File: src/rtl/uart_rx_frontend.sv
// uart_rx_frontend: oversampling UART receiver that samples each bit at mid-bit
// and reports good bytes or parity/framing errors as fixed-width strobes.
module uart_rx_frontend #(
    parameter int CLKS_PER_BIT = 868,
    parameter int PARITY_EN    = 1,
    parameter int PARITY_ODD   = 0,
    parameter int PULSE_LEN    = 1
) (
    input  logic       clk,
    input  logic       rst,
    input  logic       rx,
    output logic [7:0] UART_data,
    output logic       UART_data_valid,
    output logic [1:0] UART_errors,
    output logic       UART_errors_valid,
    output logic       rx_busy
);
    localparam int CW = $clog2(CLKS_PER_BIT + 1);
    localparam int H  = CLKS_PER_BIT / 2;
    localparam logic [CW-1:0] HALF_LAST = CW'(H - 1);
    localparam logic [CW-1:0] BIT_LAST  = CW'(CLKS_PER_BIT - 1);
    localparam logic [CW-1:0] PULSE     = CW'(PULSE_LEN);

    typedef enum logic [2:0] {IDLE, START, DATA, PARITY, STOP, BREAK} state_t;

    state_t        state_q, state_d;
    logic [1:0]    sync_q, sync_d;
    logic [CW-1:0] cnt_q, cnt_d, dv_cnt_q, dv_cnt_d, ev_cnt_q, ev_cnt_d;
    logic [2:0]    bit_q, bit_d;
    logic [7:0]    sr_q, sr_d, data_q, data_d;
    logic [1:0]    err_q, err_d;
    logic          par_q, par_d, fe_q, fe_d, fin_q, fin_d;
    logic          rx_s;

    assign rx_s = sync_q[1];

    always_comb begin
        sync_d   = {sync_q[0], rx};
        state_d  = state_q;
        cnt_d    = cnt_q + 1'b1;
        bit_d    = bit_q;
        sr_d     = sr_q;
        par_d    = par_q;
        fe_d     = fe_q;
        fin_d    = 1'b0;
        data_d   = data_q;
        err_d    = err_q;
        dv_cnt_d = (dv_cnt_q != '0) ? dv_cnt_q - 1'b1 : '0;
        ev_cnt_d = (ev_cnt_q != '0) ? ev_cnt_q - 1'b1 : '0;
        case (state_q)
            IDLE: begin
                cnt_d = '0;
                par_d = 1'b0;
                if (!rx_s) state_d = START;
            end
            START: if (cnt_q == HALF_LAST) begin
                cnt_d   = '0;
                bit_d   = 3'd0;
                state_d = rx_s ? IDLE : DATA;
            end
            DATA: if (cnt_q == BIT_LAST) begin
                cnt_d = '0;
                sr_d  = {rx_s, sr_q[7:1]};
                bit_d = bit_q + 3'd1;
                if (bit_q == 3'd7) state_d = (PARITY_EN != 0) ? PARITY : STOP;
            end
            PARITY: if (cnt_q == BIT_LAST) begin
                cnt_d   = '0;
                par_d   = ((^sr_q) ^ rx_s) != 1'(PARITY_ODD);
                state_d = STOP;
            end
            // The stop sample is captured first; the verdict is registered one cycle later.
            STOP: if (fin_q) begin
                state_d = fe_q ? BREAK : IDLE;
                if (fe_q || par_q) begin
                    err_d    = {fe_q, par_q};
                    ev_cnt_d = PULSE;
                end else begin
                    data_d   = sr_q;
                    dv_cnt_d = PULSE;
                end
            end else if (cnt_q == BIT_LAST) begin
                cnt_d = '0;
                fe_d  = !rx_s;
                fin_d = 1'b1;
            end
            BREAK: if (rx_s) state_d = IDLE;
            default: state_d = IDLE;
        endcase
    end

    always_ff @(posedge clk or posedge rst) begin
        if (rst) begin
            state_q  <= IDLE;
            sync_q   <= 2'b11;
            cnt_q    <= '0;
            bit_q    <= 3'd0;
            sr_q     <= 8'd0;
            par_q    <= 1'b0;
            fe_q     <= 1'b0;
            fin_q    <= 1'b0;
            data_q   <= 8'd0;
            err_q    <= 2'd0;
            dv_cnt_q <= '0;
            ev_cnt_q <= '0;
        end else begin
            state_q  <= state_d;
            sync_q   <= sync_d;
            cnt_q    <= cnt_d;
            bit_q    <= bit_d;
            sr_q     <= sr_d;
            par_q    <= par_d;
            fe_q     <= fe_d;
            fin_q    <= fin_d;
            data_q   <= data_d;
            err_q    <= err_d;
            dv_cnt_q <= dv_cnt_d;
            ev_cnt_q <= ev_cnt_d;
        end
    end

    assign UART_data         = data_q;
    assign UART_errors       = err_q;
    assign UART_data_valid   = dv_cnt_q != '0;
    assign UART_errors_valid = ev_cnt_q != '0;
    assign rx_busy           = state_q != IDLE;
endmodule

File: config.mk
export PLATFORM = sky130hd
export DESIGN_NAME = uart_rx_frontend
export DESIGN_NICKNAME = d
export VERILOG_FILES = /design/src/rtl/uart_rx_frontend.sv
export SDC_FILE = /design/constraint.sdc
export NUM_CORES = 1
export LEC_CHECK = 0
export ABC_AREA = 1
export CORE_UTILIZATION = 25
export DETAILED_ROUTE_END_ITERATION = 12
export DONT_BUFFER_PORTS = 1
export SLEW_MARGIN = 20
export SYNTH_ARGS = -nofsm -noshare
export SYNTH_HDL_FRONTEND = slang
export SYNTH_SLANG_ARGS = --single-unit
File: constraint.sdc
create_clock -name clk -period 2.4 [get_ports clk]
set_clock_uncertainty 0.1 [all_clocks]
set_input_delay 0.72 -clock clk [delete_from_list [all_inputs] [get_ports clk]]
set_output_delay 0.72 -clock clk [all_outputs]
set_load 0.01 [all_outputs]
=== Word level (Yosys, flattened, before mapping) ===
Index checks and enable logic that the tools add are counted.

* Add/subtract/negate cells: 4
* Eq/ne operators: 15
* Reductions and logical operators: 17
* Multiplexer cells: 30
* Bitwise operators: 3

{| class="wikitable"
|+ Operators with widths
! operator !! number
|-
| two-way mux 10 bit || 11
|-
| case mux 10 bit (4 select lines) || 1
|-
| two-way mux 3 bit || 10
|-
| nonzero test 10 bit || 2
|-
| subtractor 10 x 1 -> 10 bit (second input constant) || 2
|-
| case mux 3 bit (6 select lines) || 1
|-
| != test 2 bit (second input constant) || 7
|-
| AND reduction 3 bit || 4
|-
| adder 10 x 1 -> 10 bit (second input constant) || 1
|-
| == test 10 bit (second input constant) || 1
|-
| == test 10 x 9 -> 1 bit (second input constant) || 1
|-
| == test 3 bit (second input constant) || 3
|-
| XOR reduction 8 bit || 1
|-
| AND reduction 7 bit || 1
|-
| == test 3 x 2 -> 1 bit (second input constant) || 2
|-
| case mux 3 bit (2 select lines) || 1
|-
| two-way mux 1 bit || 4
|-
| AND reduction 2 bit || 2
|-
| nonzero test 2 bit || 2
|-
| adder 3 x 1 -> 3 bit (second input constant) || 1
|-
| == test 3 x 1 -> 1 bit (second input constant) || 1
|-
| zero test 3 bit || 1
|-
| nonzero test 3 bit || 1
|-
| two-way mux 2 bit || 1
|-
| 6 further kinds || 7
|}

* Output and inout port bits: 13
* Register bits after elaboration: 59
* Word-level logic and storage cells: 81

=== Depth between registers and ports, before layout ===
* Depth after elaboration: 5
* Mapped depth: 10
* Gate-level depth less buffers: 10

=== Least setup slack after synthesis ===
Ideal clock, no wire load.

* Path kind: register to output
* Start: reg ev_cnt_q[0]
* End: out UART_errors_valid
* Stages on the path, launching flop included: 6
* Setup slack: 0.440 ns
* Data required time: 1.580 ns
* Arrival: 1.140 ns
* Cell sequence: dfrtp_1 inv_1 ha_1 nand3_1 nor3_1 nand2_1

* Word-level cells in the longest chain between the ends: 1

{| class="wikitable"
|+ RTL lines
! element !! RTL line !! source
|-
| start, declared || 28 || <nowiki>logic [CW-1:0] cnt_q, cnt_d, dv_cnt_q, dv_cnt_d, ev_cnt_q, ev_cnt_d;</nowiki>
|-
| start signal, assigned || 118 || <nowiki>ev_cnt_q <= ev_cnt_d;</nowiki>
|-
| nonzero test 10 bit || 125 || <nowiki>assign UART_errors_valid = ev_cnt_q != '0;</nowiki>
|-
| end, declared || 15 || <nowiki>output logic UART_errors_valid,</nowiki>
|}

Every way passes these cells.

=== Final worst setup path ===
* Start: reg dv_cnt_q[0]
* End: out UART_data_valid

* Word-level cells in the longest chain between the ends: 1

{| class="wikitable"
|+ RTL lines
! element !! RTL line !! source
|-
| start, declared || 28 ||
|-
| start signal, assigned || 117 || <nowiki>dv_cnt_q <= dv_cnt_d;</nowiki>
|-
| nonzero test 10 bit || 124 || <nowiki>assign UART_data_valid = dv_cnt_q != '0;</nowiki>
|-
| end, declared || 13 || <nowiki>output logic UART_data_valid,</nowiki>
|}

Every way passes these cells.

==> flow_metrics.py <==
metrics = {
    "die": {
        "initial_utilization": 0.260,
        "die_area_sq_um": 12500,
        "rows": 39,
        "io_pins": 16,
        "coreArea_sq_um": 11600,
        "fp.dieH_um": 112,
        "die_x_um": 112,
    },
    "worst_setup_path": {
        "cp-start-kind": "flip-flop",
        "cp.arrival_ns": 1.46,
        "r2r-start": "cnt_q[0]",
        "cp_max_fo": 4,
        "end_kind": "primary output",
        "cp_data_required_time_ns": 1.58,
        "worstSetupStartpoint": "dv_cnt_q[0]",
        "path_class": "flip-flop to primary output",
    },
    "yosys": {
        "synthSimpleGateAreaFrac": 0.298,
        "synth_top_cell_area_share": 0.474,
        "avgSynthCellArea_sq_um": 8.29,
        "synth_flop_cell": "dfrtp_1",
        "synth_cell_types": 26,
        "ys_top_cells_by_area": "dfrtp_1 47%, nand2_1 12%, nor2_1 5.7%",
        "synth.most_common_cell": "nand2_1",
        "async_flop_share": 1.00,
        "postSynthCellCount": 363,
        "synthMuxAreaShare": 0,
        "synth_top_family_by_area": "simple AND/OR/NAND/NOR gates",
        "synthXorXnorAreaFrac": 0.0640,
        "synthTopCellsByCount": "97 x nand2_1, 57 x dfrtp_1, 46 x nor2_1",
        "ys_seq_area_frac": 0.491,
        "synth_adder_area_share": 0.0249,
        "synth_compound_area_frac": 0.0511,
        "synth-edff-count": 0,
        "ys_ff_latch": 59,
        "yosys.area.top_type": "dfrtp_1",
        "ys_warn_count": 0,
        "synth_nets": 372,
        "netlist_area_sq_um": 3010,
    },
    "grt": {
        "gr-total-overflow": 0,
        "grt_usage": 0.105,
        "antenna_found_initial": 0,
        "grt_pass1_wl_mm": 10.4,
        "grt_pass1_vias": 2345,
        "grt_max_degree": 32,
    },
    "detailed_routing": {
        "vias": 2260,
        "ant_nets": 0,
        "avgViaCountPerCell": 4.33,
        "post_drt_wl_per_cell_um": 11.1,
        "drt_iter0_drc": 80,
        "drt_pre_antenna_iters": 4,
        "routed_wl_mm": 5.79,
        "routed.top_layer": "met4",
        "met1Wirelength_mm": 2.62,
        "drc": 0,
        "dr_wl_met3_um": 203,
        "wl_met2_mm": 2.88,
    },
    "timing": {
        "period_minus_slack_ns": 2.28,
        "maxSlewViolCount": 0,
        "finalHoldWorstSlack_ns": 0.161,
        "hold_viol_final": 0,
        "setup_viol": 0,
        "period_share": 0.950,
        "relSlewSlack": 0.701,
        "final.setup.tns_ns": 0,
        "worst_pin_slew_ns": 0.444,
        "fmax_ghz": 0.439,
    },
    "run_status": {
        "outcome": "finished clean",
    },
    "clock_network": {
        "clock_path_buffers": 2,
        "insertion_delay_ns": 0.32,
        "htreeDepth": 3,
        "cts_made_buffers": 9,
        "clk_pin_slew_ns": 0.05,
        "cts-hold-fix-buffers": 0,
        "clock_sinks": 59,
        "cts_tree": "done",
        "clockRootBuffer": "clkbuf_16",
    },
    "power": {
        "power_density_nw_per_um2": 655,
        "ir_drop_mv": 0.372,
        "leakage_nw": 1.88,
    },
    "placed_design": {
        "numPortBuffers": 0,
        "gp_congestion": 0.796,
        "hpwlAfterDp_mm": 4.12,
    },
    "layout": {
        "synthToLayoutAreaGrowth_pct": 17.2,
        "drive_gt1_frac": 0.166,
        "nets": 384,
        "fillers": 1188,
        "num_antenna_cells": 0,
    },
    "flow_run": {
        "cap_violations": 0,
    },
    "hold_path": {
        "hold_path_class": "input port to asynchronous set/reset pin",
    },
}
[critical path, cell delays in order (launching register included)]
cell,delay [ns]
dfrtp_1,0.35
inv_1,0.10
ha_2,0.23
nand3_2,0.12
nor3_4,0.20
nand2_2,0.12
[worst paths after layout]
check / cells after the start / slack, ns / to
max: 5 / 0.12 / UART_data_valid
max in group asynchronous: 2 / 1.52 / ev_cnt_q[3]
min reg2reg: 0 / 0.26 / sync_q[1]
min in group clk: 0 / 0.26 / sync_q[1]
max reg2reg: 8 / 0.57 / cnt_q[0]
min: 1 / 0.16 / cnt_q[8]
[sequential cells by signal, indices dropped and copies added, names as in the netlist]
signal and cells:
UART_data 8, UART_errors 2, bit_q 3, cnt_q 10, dv_cnt_q 10, ev_cnt_q 10
fe_q 1, fin_q 1, par_q 1, sr_q 8, state_q 3, sync_q 2
[layout make-up]
class | count | area [sq um] | area share
Tap cell | 143 | 179 | 0.0507
Timing Repair Buffer | 5 | 50.0 | 0.0142
Clock buffer | 11 | 253 | 0.0716
Sequential cell | 59 | 1480 | 0.419
Multi-Input combinational cell | 255 | 1350 | 0.382
Clock inverter | 4 | 50.0 | 0.0142
Inverter | 45 | 169 | 0.0479
[metrics by stage]
stage,utilization,total power [mW],setup slack [ns],cell area (sq um),cells
after floorplan,-,1.03,0.127,3010,363
after global placement,0.275,1.05,0.371,3180,505
after detailed placement,0.275,1.05,0.309,3180,505
after CTS,0.302,2.36,0.0445,3490,520
after global routing,0.305,2.40,-0.00307,3530,522
final,0.305,2.31,0.120,3530,522
[power by group]
part | internal [mW] | switching (mW)
registers | 0.999 | 0.00143
logic | 0.00513 | 0.0213
clock network | 0.851 | 0.434
total | 1.86 | 0.457
[cell families after synthesis]
family	Yosys count
adders and majority gates	6
AOI/OAI and AO/OA	29
buffers and inverters	49
and+or+nand+nor	198
DFF	59
xor gates and xnor gates	22
[layer usage]
layer  GRT usage  vias to the layer above
met4      0.0613                        0
met2       0.171                       22
met5           0                        -
li1            -                     1158
met1       0.123                     1070
met3      0.0299                       10
[placed cells by master (no fill, tap or decap)]
| cell | n |
|---|---|
| nor3_4 | 1 |
| nor2_2 | 10 |
| inv_2 | 10 |
| buf_12 | 1 |
| nand3_1 | 19 |
| xor2_1 | 14 |
| o211ai_1 | 1 |
| dfrtp_1 | 57 |
| clkinv_2 | 1 |
| o22ai_1 | 1 |
| clkbuf_8 | 2 |
| a31oi_1 | 1 |
| nor2_8 | 1 |
| nand3_2 | 1 |
| nand2_1 | 95 |
| ha_2 | 2 |
| nand2_4 | 1 |
| o21ai_1 | 4 |
| and3_1 | 1 |
| inv_1 | 35 |
| nor2_1 | 46 |
| o21ai_0 | 21 |
| dfstp_2 | 2 |
| o21ai_2 | 1 |
| buf_4 | 4 |
| nor3_1 | 3 |
| nor2_4 | 5 |
| nand2_2 | 7 |
| nand4_1 | 6 |
| xnor2_1 | 8 |
| and2_4 | 1 |
| nor3_2 | 1 |
| bufinv_16 | 1 |
| clkbuf_16 | 9 |
| ha_1 | 4 |
| clkinvlp_4 | 2 |
[repair_timing]
action / in CTS / in global routing
pin swaps: 1 / 3
endpoints found under the setup margin: 2 / 2
cloned: 0 / 0
buffers inserted: 0 / 2
resized for setup: 2 / 7
Power figures use the tool's default switching activity.
